==> config.mk <==
export PLATFORM = sky130hd
export DESIGN_NAME = ld_point_add_seq
export DESIGN_NICKNAME = d
export VERILOG_FILES = /design/src/rtl/ld_gf2m_pkg.sv /design/src/rtl/gf2m_mul.sv /design/src/rtl/ld_point_add_seq.sv
export SDC_FILE = /design/constraint.sdc
export NUM_CORES = 1
export LEC_CHECK = 0
export BUFFER_PORTS_ARGS = -buffer_cell sky130_fd_sc_hd__clkbuf_2
export CORE_MARGIN = 8
export CORE_UTILIZATION = 35
export CTS_BUF_LIST = sky130_fd_sc_hd__clkbuf_4 sky130_fd_sc_hd__clkbuf_8
export DETAILED_ROUTE_END_ITERATION = 10
export PLACE_DENSITY = 0.59
export SLEW_MARGIN = 20
export SYNTH_ARGS = -nofsm -noshare
export SYNTH_HDL_FRONTEND = slang
export SYNTH_HIERARCHICAL = 1
export SYNTH_SLANG_ARGS = --single-unit
==> constraint.sdc <==
create_clock -name clk -period 5.8 [get_ports clk]
set_input_delay 0.29 -clock clk [delete_from_list [all_inputs] [get_ports clk]]
set_output_delay 0.29 -clock clk [all_outputs]
set_load 0.02 [all_outputs]
==> src/rtl/ld_gf2m_pkg.sv <==
// Shared types and constants for the Lopez-Dahab mixed point adder over GF(2^M).
// Holds the controller state enum, the multiply-step enum and default field
// constants for M = 4 (x^4 + x + 1, a = 4).
package ld_gf2m_pkg;

    typedef enum logic [1:0] {
        IDLE = 2'd0,
        CALC = 2'd1,
        DONE = 2'd2
    } state_t;

    typedef enum logic [3:0] {
        S0  = 4'd0,
        S1  = 4'd1,
        S2  = 4'd2,
        S3  = 4'd3,
        S4  = 4'd4,
        S5  = 4'd5,
        S6  = 4'd6,
        S7  = 4'd7,
        S8  = 4'd8,
        S9  = 4'd9,
        S10 = 4'd10,
        S11 = 4'd11,
        S12 = 4'd12,
        S13 = 4'd13
    } step_t;

    localparam int         NUM_STEPS   = 14;
    localparam int         M_DEF       = 4;
    localparam logic [3:0] POLY_DEF    = 4'b0011;
    localparam logic [3:0] CURVE_A_DEF = 4'b0100;

endpackage

==> src/rtl/gf2m_mul.sv <==
// GF(2^M) multiplier, product reduced modulo x^M + POLY.
// Build option LD_PADD_SERIAL_MUL_EN: bit-serial MSB-first, M cycles per product.
// Without it the product is combinational and done is tied high.
// start is held high for every cycle of a product; the bit counter wraps
// after the last cycle so the next product can follow immediately.
module gf2m_mul #(
    parameter int          M    = 4,
    parameter logic [M-1:0] POLY = M'(4'b0011)
) (
    input  logic         clk,
    input  logic         rst,
    input  logic         start,
    input  logic [M-1:0] a,
    input  logic [M-1:0] b,
    output logic [M-1:0] p,
    output logic         done
);

    // Multiply by x and fold the overflow bit back through the polynomial.
    function automatic logic [M-1:0] mulx(input logic [M-1:0] v);
        return (v << 1) ^ (v[M-1] ? POLY : '0);
    endfunction

`ifdef LD_PADD_SERIAL_MUL_EN
    localparam int CW = (M > 1) ? $clog2(M) : 1;

    logic [CW-1:0] cnt_reg;
    logic [M-1:0]  acc_reg;
    logic [M-1:0]  acc_in;
    logic [CW-1:0] bit_idx;

    // One Horner iteration per cycle: acc = acc*x + b[i]*a, i from MSB down.
    always_comb begin
        acc_in  = (cnt_reg == '0) ? '0 : acc_reg;
        bit_idx = CW'(M - 1) - cnt_reg;
        p       = mulx(acc_in) ^ (b[bit_idx] ? a : '0);
        done    = start && (cnt_reg == CW'(M - 1));
    end

    // Accumulator and bit counter; counter wraps to zero on the last bit.
    always_ff @(posedge clk) begin
        if (rst) begin
            cnt_reg <= '0;
            acc_reg <= '0;
        end else if (start) begin
            acc_reg <= p;
            cnt_reg <= done ? '0 : cnt_reg + CW'(1);
        end
    end
`else
    logic unused_serial_ports;
    assign unused_serial_ports = ^{clk, rst, start};

    // Fully unrolled Horner evaluation, MSB first.
    always_comb begin
        p = '0;
        for (int i = M - 1; i >= 0; i--) begin
            p = mulx(p) ^ (b[i] ? a : '0);
        end
        done = 1'b1;
    end
`endif

endmodule

==> src/rtl/ld_point_add_seq.sv <==
// Sequential Lopez-Dahab mixed point adder: P0 (projective) + P1 (affine).
// Fourteen multiply steps share one gf2m_mul; additions are fused as XOR
// into the step that consumes them. Handles P0 = infinity (bypass) and
// P0 == P1 (aborts with dbl_req). Build option LD_PADD_SERIAL_MUL_EN selects
// the bit-serial multiplier, stretching every step to M cycles.
module ld_point_add_seq
    import ld_gf2m_pkg::*;
#(
    parameter int           M       = 4,
    parameter logic [M-1:0] POLY    = M'(POLY_DEF),
    parameter logic [M-1:0] CURVE_A = M'(CURVE_A_DEF)
) (
    input  logic         clk,
    input  logic         rst,
    input  logic         in_valid,
    output logic         in_ready,
    input  logic [M-1:0] x0,
    input  logic [M-1:0] y0,
    input  logic [M-1:0] z0,
    input  logic [M-1:0] x1,
    input  logic [M-1:0] y1,
    output logic         out_valid,
    input  logic         out_ready,
    output logic [M-1:0] x2,
    output logic [M-1:0] y2,
    output logic [M-1:0] z2,
    output logic         dbl_req
);

    state_t       state_reg, state_next;
    step_t        step_reg, step_next;
    logic [M-1:0] x0_reg, y0_reg, z0_reg, x1_reg, y1_reg;
    logic         dbl_req_reg;
    logic         accept, mul_start, mul_done, rf_wr, byp_ld, abort_ld;
    logic [M-1:0] op_a, op_b, addend, prod, wr_data;

    // rf[Sn] holds the value produced by step Sn (T, A, B, C, U, V, D, Z2, E, X2, F, G, W, Y2).
    logic [M-1:0] rf [NUM_STEPS];

    assign in_ready  = (state_reg == IDLE) && !rst;
    assign accept    = in_valid && in_ready;
    assign out_valid = (state_reg == DONE);
    assign x2        = rf[S9];
    assign y2        = rf[S13];
    assign z2        = rf[S7];
    assign dbl_req   = dbl_req_reg;
    assign wr_data   = prod ^ addend;

    gf2m_mul #(.M(M), .POLY(POLY)) u_mul (
        .clk   (clk),
        .rst   (rst),
        .start (mul_start),
        .a     (op_a),
        .b     (op_b),
        .p     (prod),
        .done  (mul_done)
    );

    // Operand mux: multiplier inputs and fused XOR term for the current step.
    always_comb begin
        op_a   = '0;
        op_b   = '0;
        addend = '0;
        case (step_reg)
            S0:  begin op_a = z0_reg;  op_b = z0_reg;                      end
            S1:  begin op_a = y1_reg;  op_b = rf[S0];  addend = y0_reg;    end
            S2:  begin op_a = x1_reg;  op_b = z0_reg;  addend = x0_reg;    end
            S3:  begin op_a = z0_reg;  op_b = rf[S2];                      end
            S4:  begin op_a = rf[S2];  op_b = rf[S2];                      end
            S5:  begin op_a = CURVE_A; op_b = rf[S0];  addend = rf[S3];    end
            S6:  begin op_a = rf[S4];  op_b = rf[S5];                      end
            S7:  begin op_a = rf[S3];  op_b = rf[S3];                      end
            S8:  begin op_a = rf[S1];  op_b = rf[S3];                      end
            S9:  begin op_a = rf[S1];  op_b = rf[S1];  addend = rf[S6] ^ rf[S8]; end
            S10: begin op_a = x1_reg;  op_b = rf[S7];  addend = rf[S9];    end
            S11: begin op_a = y1_reg;  op_b = rf[S7];  addend = rf[S9];    end
            S12: begin op_a = rf[S8];  op_b = rf[S10];                     end
            S13: begin op_a = rf[S7];  op_b = rf[S11]; addend = rf[S12];   end
            default: ;
        endcase
    end

    // Next-state logic: advance one step per completed product, detect bypass/abort.
    always_comb begin
        state_next = state_reg;
        step_next  = step_reg;
        mul_start  = 1'b0;
        rf_wr      = 1'b0;
        byp_ld     = 1'b0;
        abort_ld   = 1'b0;
        case (state_reg)
            IDLE: begin
                if (accept) begin
                    state_next = CALC;
                    step_next  = S0;
                end
            end
            CALC: begin
                mul_start = 1'b1;
                if (mul_done) begin
                    if (z0_reg == '0) begin
                        byp_ld     = 1'b1;
                        state_next = DONE;
                    end else begin
                        rf_wr = 1'b1;
                        if (step_reg == S2 && wr_data == '0 && rf[S1] == '0) begin
                            abort_ld   = 1'b1;
                            state_next = DONE;
                        end else if (step_reg == S13) begin
                            state_next = DONE;
                        end else begin
                            step_next = step_t'(step_reg + 4'd1);
                        end
                    end
                end
            end
            DONE: begin
                if (out_ready) state_next = IDLE;
            end
            default: state_next = IDLE;
        endcase
    end

    // Controller state and step counter.
    always_ff @(posedge clk) begin
        if (rst) begin
            state_reg <= IDLE;
            step_reg  <= S0;
        end else begin
            state_reg <= state_next;
            step_reg  <= step_next;
        end
    end

    // Operand capture on accept; doubling flag set on abort, cleared on new work.
    always_ff @(posedge clk) begin
        if (rst) begin
            x0_reg      <= '0;
            y0_reg      <= '0;
            z0_reg      <= '0;
            x1_reg      <= '0;
            y1_reg      <= '0;
            dbl_req_reg <= 1'b0;
        end else begin
            if (accept) begin
                x0_reg      <= x0;
                y0_reg      <= y0;
                z0_reg      <= z0;
                x1_reg      <= x1;
                y1_reg      <= y1;
                dbl_req_reg <= 1'b0;
            end else if (abort_ld) begin
                dbl_req_reg <= 1'b1;
            end
        end
    end

    // Intermediate register file, one word per step. The result words
    // (Z2, X2, Y2) are also loaded by the bypass and zeroed by the abort.
    for (genvar gi = 0; gi < NUM_STEPS; gi++) begin : g_rf
        localparam step_t GSTEP  = step_t'(gi);
        localparam bit    IS_OUT = (GSTEP == S7) || (GSTEP == S9) || (GSTEP == S13);

        logic [M-1:0] r_reg;
        logic [M-1:0] byp_val;

        assign byp_val = (GSTEP == S7) ? M'(1) : (GSTEP == S9) ? x1_reg : y1_reg;
        assign rf[gi]  = r_reg;

        // Step write, or result load on bypass/abort.
        always_ff @(posedge clk) begin
            if (rst) begin
                r_reg <= '0;
            end else if (rf_wr && step_reg == GSTEP) begin
                r_reg <= wr_data;
            end else if (IS_OUT && (byp_ld || abort_ld)) begin
                r_reg <= byp_ld ? byp_val : '0;
            end
        end
    end

endmodule
==> results.md <==
* Post-cts repair resize count at 0
* CTS Buf Count at 9
* DP HPWL at about 10000 µm
* Worst clock skew at ~0.011 ns
* Switching power at between 300 and 400 µW
* Post-synthesis cell type count at 56
* Combinational power share at about an eighth
* Ys Warns at 6
* Final Power at ~1.2 mW
* Seq/Total Area, Yosys at approximately 36%
* Synth Flop Type: dfxtp_1
* Post-synth ARST share at 0%
* Largest net degree at the start of global routing at between 80 and 90
* Initial antenna violation count at 0
* Worst Hold Depth at 3
* Syn avg cell area at just over 8 µm²
* Setup violators final at 0
* DIE WIDTH at between 100 and 150 µm
* Fillers at between 1000 and 1500
* Most common cell after layout, fill and taps aside: dfxtp_1
* Final Hold Viols at 0
* Post-Route Setup TNS at 0 ns
* Setup Crit Path Kind: register to register
* Final #Nets at around 600
* Post-synthesis cell count at between 500 and 600
* WL final at around 15000 µm
* Worst-Skew Late Latency at 0.38 ns
* Tmin final at 4.93 ns
* Register area at between 0.0015 and 0.002 mm²
* Worst Max-Slew Pin Slew at about 1.1 ns
* Critical Path Sink Type: register
* DIE AREA at 0.0169 mm²
* Final Util at slightly below 40%
* DRC at 0
* CTS tree: done
* RR Endpoint: y2[0]
* CP Max Fanout at 31
* Status: finished clean
* Vias in the first global route at roughly 4000
* Yosys reg bits at 83
* Tcrit/Tclk final at a little under nine tenths
* Clock Sinks at 83
* Die H at 130 µm
* Slew Viols, Final at 0
* Arrival time worst endpoint at just over 5 ns
* LEAKAGE at about 2.0 nW
* # rows at 41
* Max VDD drop at approximately 0.14 mV
* Initial Util at 36.0%
* Max FFs per register at between 40 and 50
* Reg2Reg Setup Slack at around 0.87 ns
* Most frequent cells in the layout: 83 x dfxtp_1, 71 x nor2_1, 65 x nand2_1
* P_int at a little under 900 µW
* DRT Pass-1 Iters at 6
* Setup crit start: step_reg[3]
* Hold Path Origin: z0[0]
* Via count at between 4000 and 5000
* Initial DRC count at 423
* Critical Path RT at about 6.0 ns
* R2R Path Start: step_reg[3]
* Clock root buffer: clkbuf_8
* Hold worst-path end: z0_reg[0]
* Synth top area share at between 30% and 40%
* Ranking of synthesized cells by area: dfxtp_1 36%, mux2i_1 11%, nor2_1 5.8%, nand2_1 5.3%, nand3_1 3.4%
* Pre-CTS worst setup slack at 1.03 ns
* Worst setup margin at 0.867 ns
* Setup bufs post-CTS at 0
* Post-DR vias/cell at 5.72
* I/O pin count at 39
* Switching Fraction at a little over a quarter
* F_max at 0.203 GHz
* First-pass GRT wire length at roughly 23000 µm
* FF-to-FF path depth at 12
* RSZ-0062 raised after global routing: no
* Ant diodes at 0
* Clk slew on worst S/H paths at approximately 0.090 ns
* Clock Power Share at a little under two fifths
* Seq pwr share at about 50%
* Post-CTS Hold Buffers at 0
* Multi-input gate area at 0.00267 mm²
* Core Region at between 0.01 and 0.015 mm²
* H-tree levels at 3
* P&R area growth vs syn at 10.1%
* Hold WC Path Type: input pin to register
* DRT antenna net count at 0
* Share of layout cells above drive strength 1 at between 10% and 20%
* Clk buf depth at 2
* Largest area contributor in the netlist: dfxtp_1
* Syn nets at just under 600
* PwrDens at 240 mW/mm²
* Total GRT Usage at 17.8%
* Number of synthesized flops with an enable pin at 0
* Slew HR at roughly a quarter
* Gp weighted congestion at just under 1
* Hold slack at about 0.097 ns
* Port buffer count at 38
* Grt ovf at 0
* CP Launch Type: register
* Synth Cell Area at 0.00456 mm²
* Max_cap viols at 0
* Wire length per cell at just under 20 µm
-- stage by stage --
stage / cells / instance area, µm²
global placement: 727 / 4810
global route: 743 / 5020
floorplan: 558 / 4560
detailed placement: 727 / 4810
CTS: 743 / 5020
finish: 743 / 5020
-- critical path, stage by stage (launching register included) --
cell and delay (ns):
dfxtp_1 1.07, nor2b_1 0.42, a22o_1 0.30, a22oi_1 0.25, nand3_1 0.22, nand2_1 0.13, xnor3_2 0.45, xnor3_1 0.37
or4_1 0.54, a22oi_1 0.27, nand4b_2 0.41, nand3_1 0.22, a311oi_1 0.11
-- cell families after synthesis --
kind of cell             after synthesis  synth area share [%]
AND/OR/NAND/NOR                      236                  24.7
AO/OA/AOI/OAI                        112                  17.0
flip-flops                            83                  36.4
buffers and inverters                 54                  4.99
multiplexers                          51                  11.3
XOR/XNOR                              16                  4.17
adder cells (fa/ha/maj)                5                  1.37
other                                  1                0.0822
-- metal layers --
layer	part of all wire, %	global-route usage, %
met1	48	24.3
met2	45	27.1
met3	6.3	4.20
met4	1.5	5.87
met5	0	0
-- area by class of cell --
type                    instances  share of cell area [%]
clock inverters                 3                   0.896
inverters                       8                   0.598
clock buffers                  13                    3.44
multi-input cells             421                    53.2
repair buffers                 43                    4.53
flip-flops and latches         83                    33.1
well taps                     172                    4.28
-- power groups by stage --
stage	logic [mW]	clock network, mW	registers (mW)
after floorplan	0.105	0	0.608
after global placement	0.146	0	0.615
after detailed placement	0.149	0	0.616
after CTS	0.149	0.461	0.602
after global routing	0.164	0.486	0.604
final	0.152	0.451	0.603
-- cells in the mapped netlist (4+ instances only) --
cell type,number
a21oi_1,24
a221oi_1,7
a222oi_1,5
a22oi_1,8
a311oi_1,7
a31oi_1,5
and2_1,4
and3_1,5
buf_1,4
buf_2,5
buf_4,5
clkbuf_1,32
dfxtp_1,83
ha_1,5
inv_1,7
mux2i_1,48
nand2_1,65
nand2b_1,24
nand3_1,31
nand3b_1,7
nand4_1,10
nor2_1,71
nor2b_1,5
o211ai_1,5
o21ai_0,29
xnor2_1,11
-- how the worst max path moves through the flow --
stage	to	slack, ns
6_report	y2[0]	0.87
5_1_grt	x2[1]	0.63
4_1_cts	y2[1]	1.01
3_5_place_dp	y2[1]	1.03
3_3_place_gp	x2[0]	1.09
2_1_floorplan	x2[1]	1.85
No activity file was read; power rests on OpenSTA's default activity.
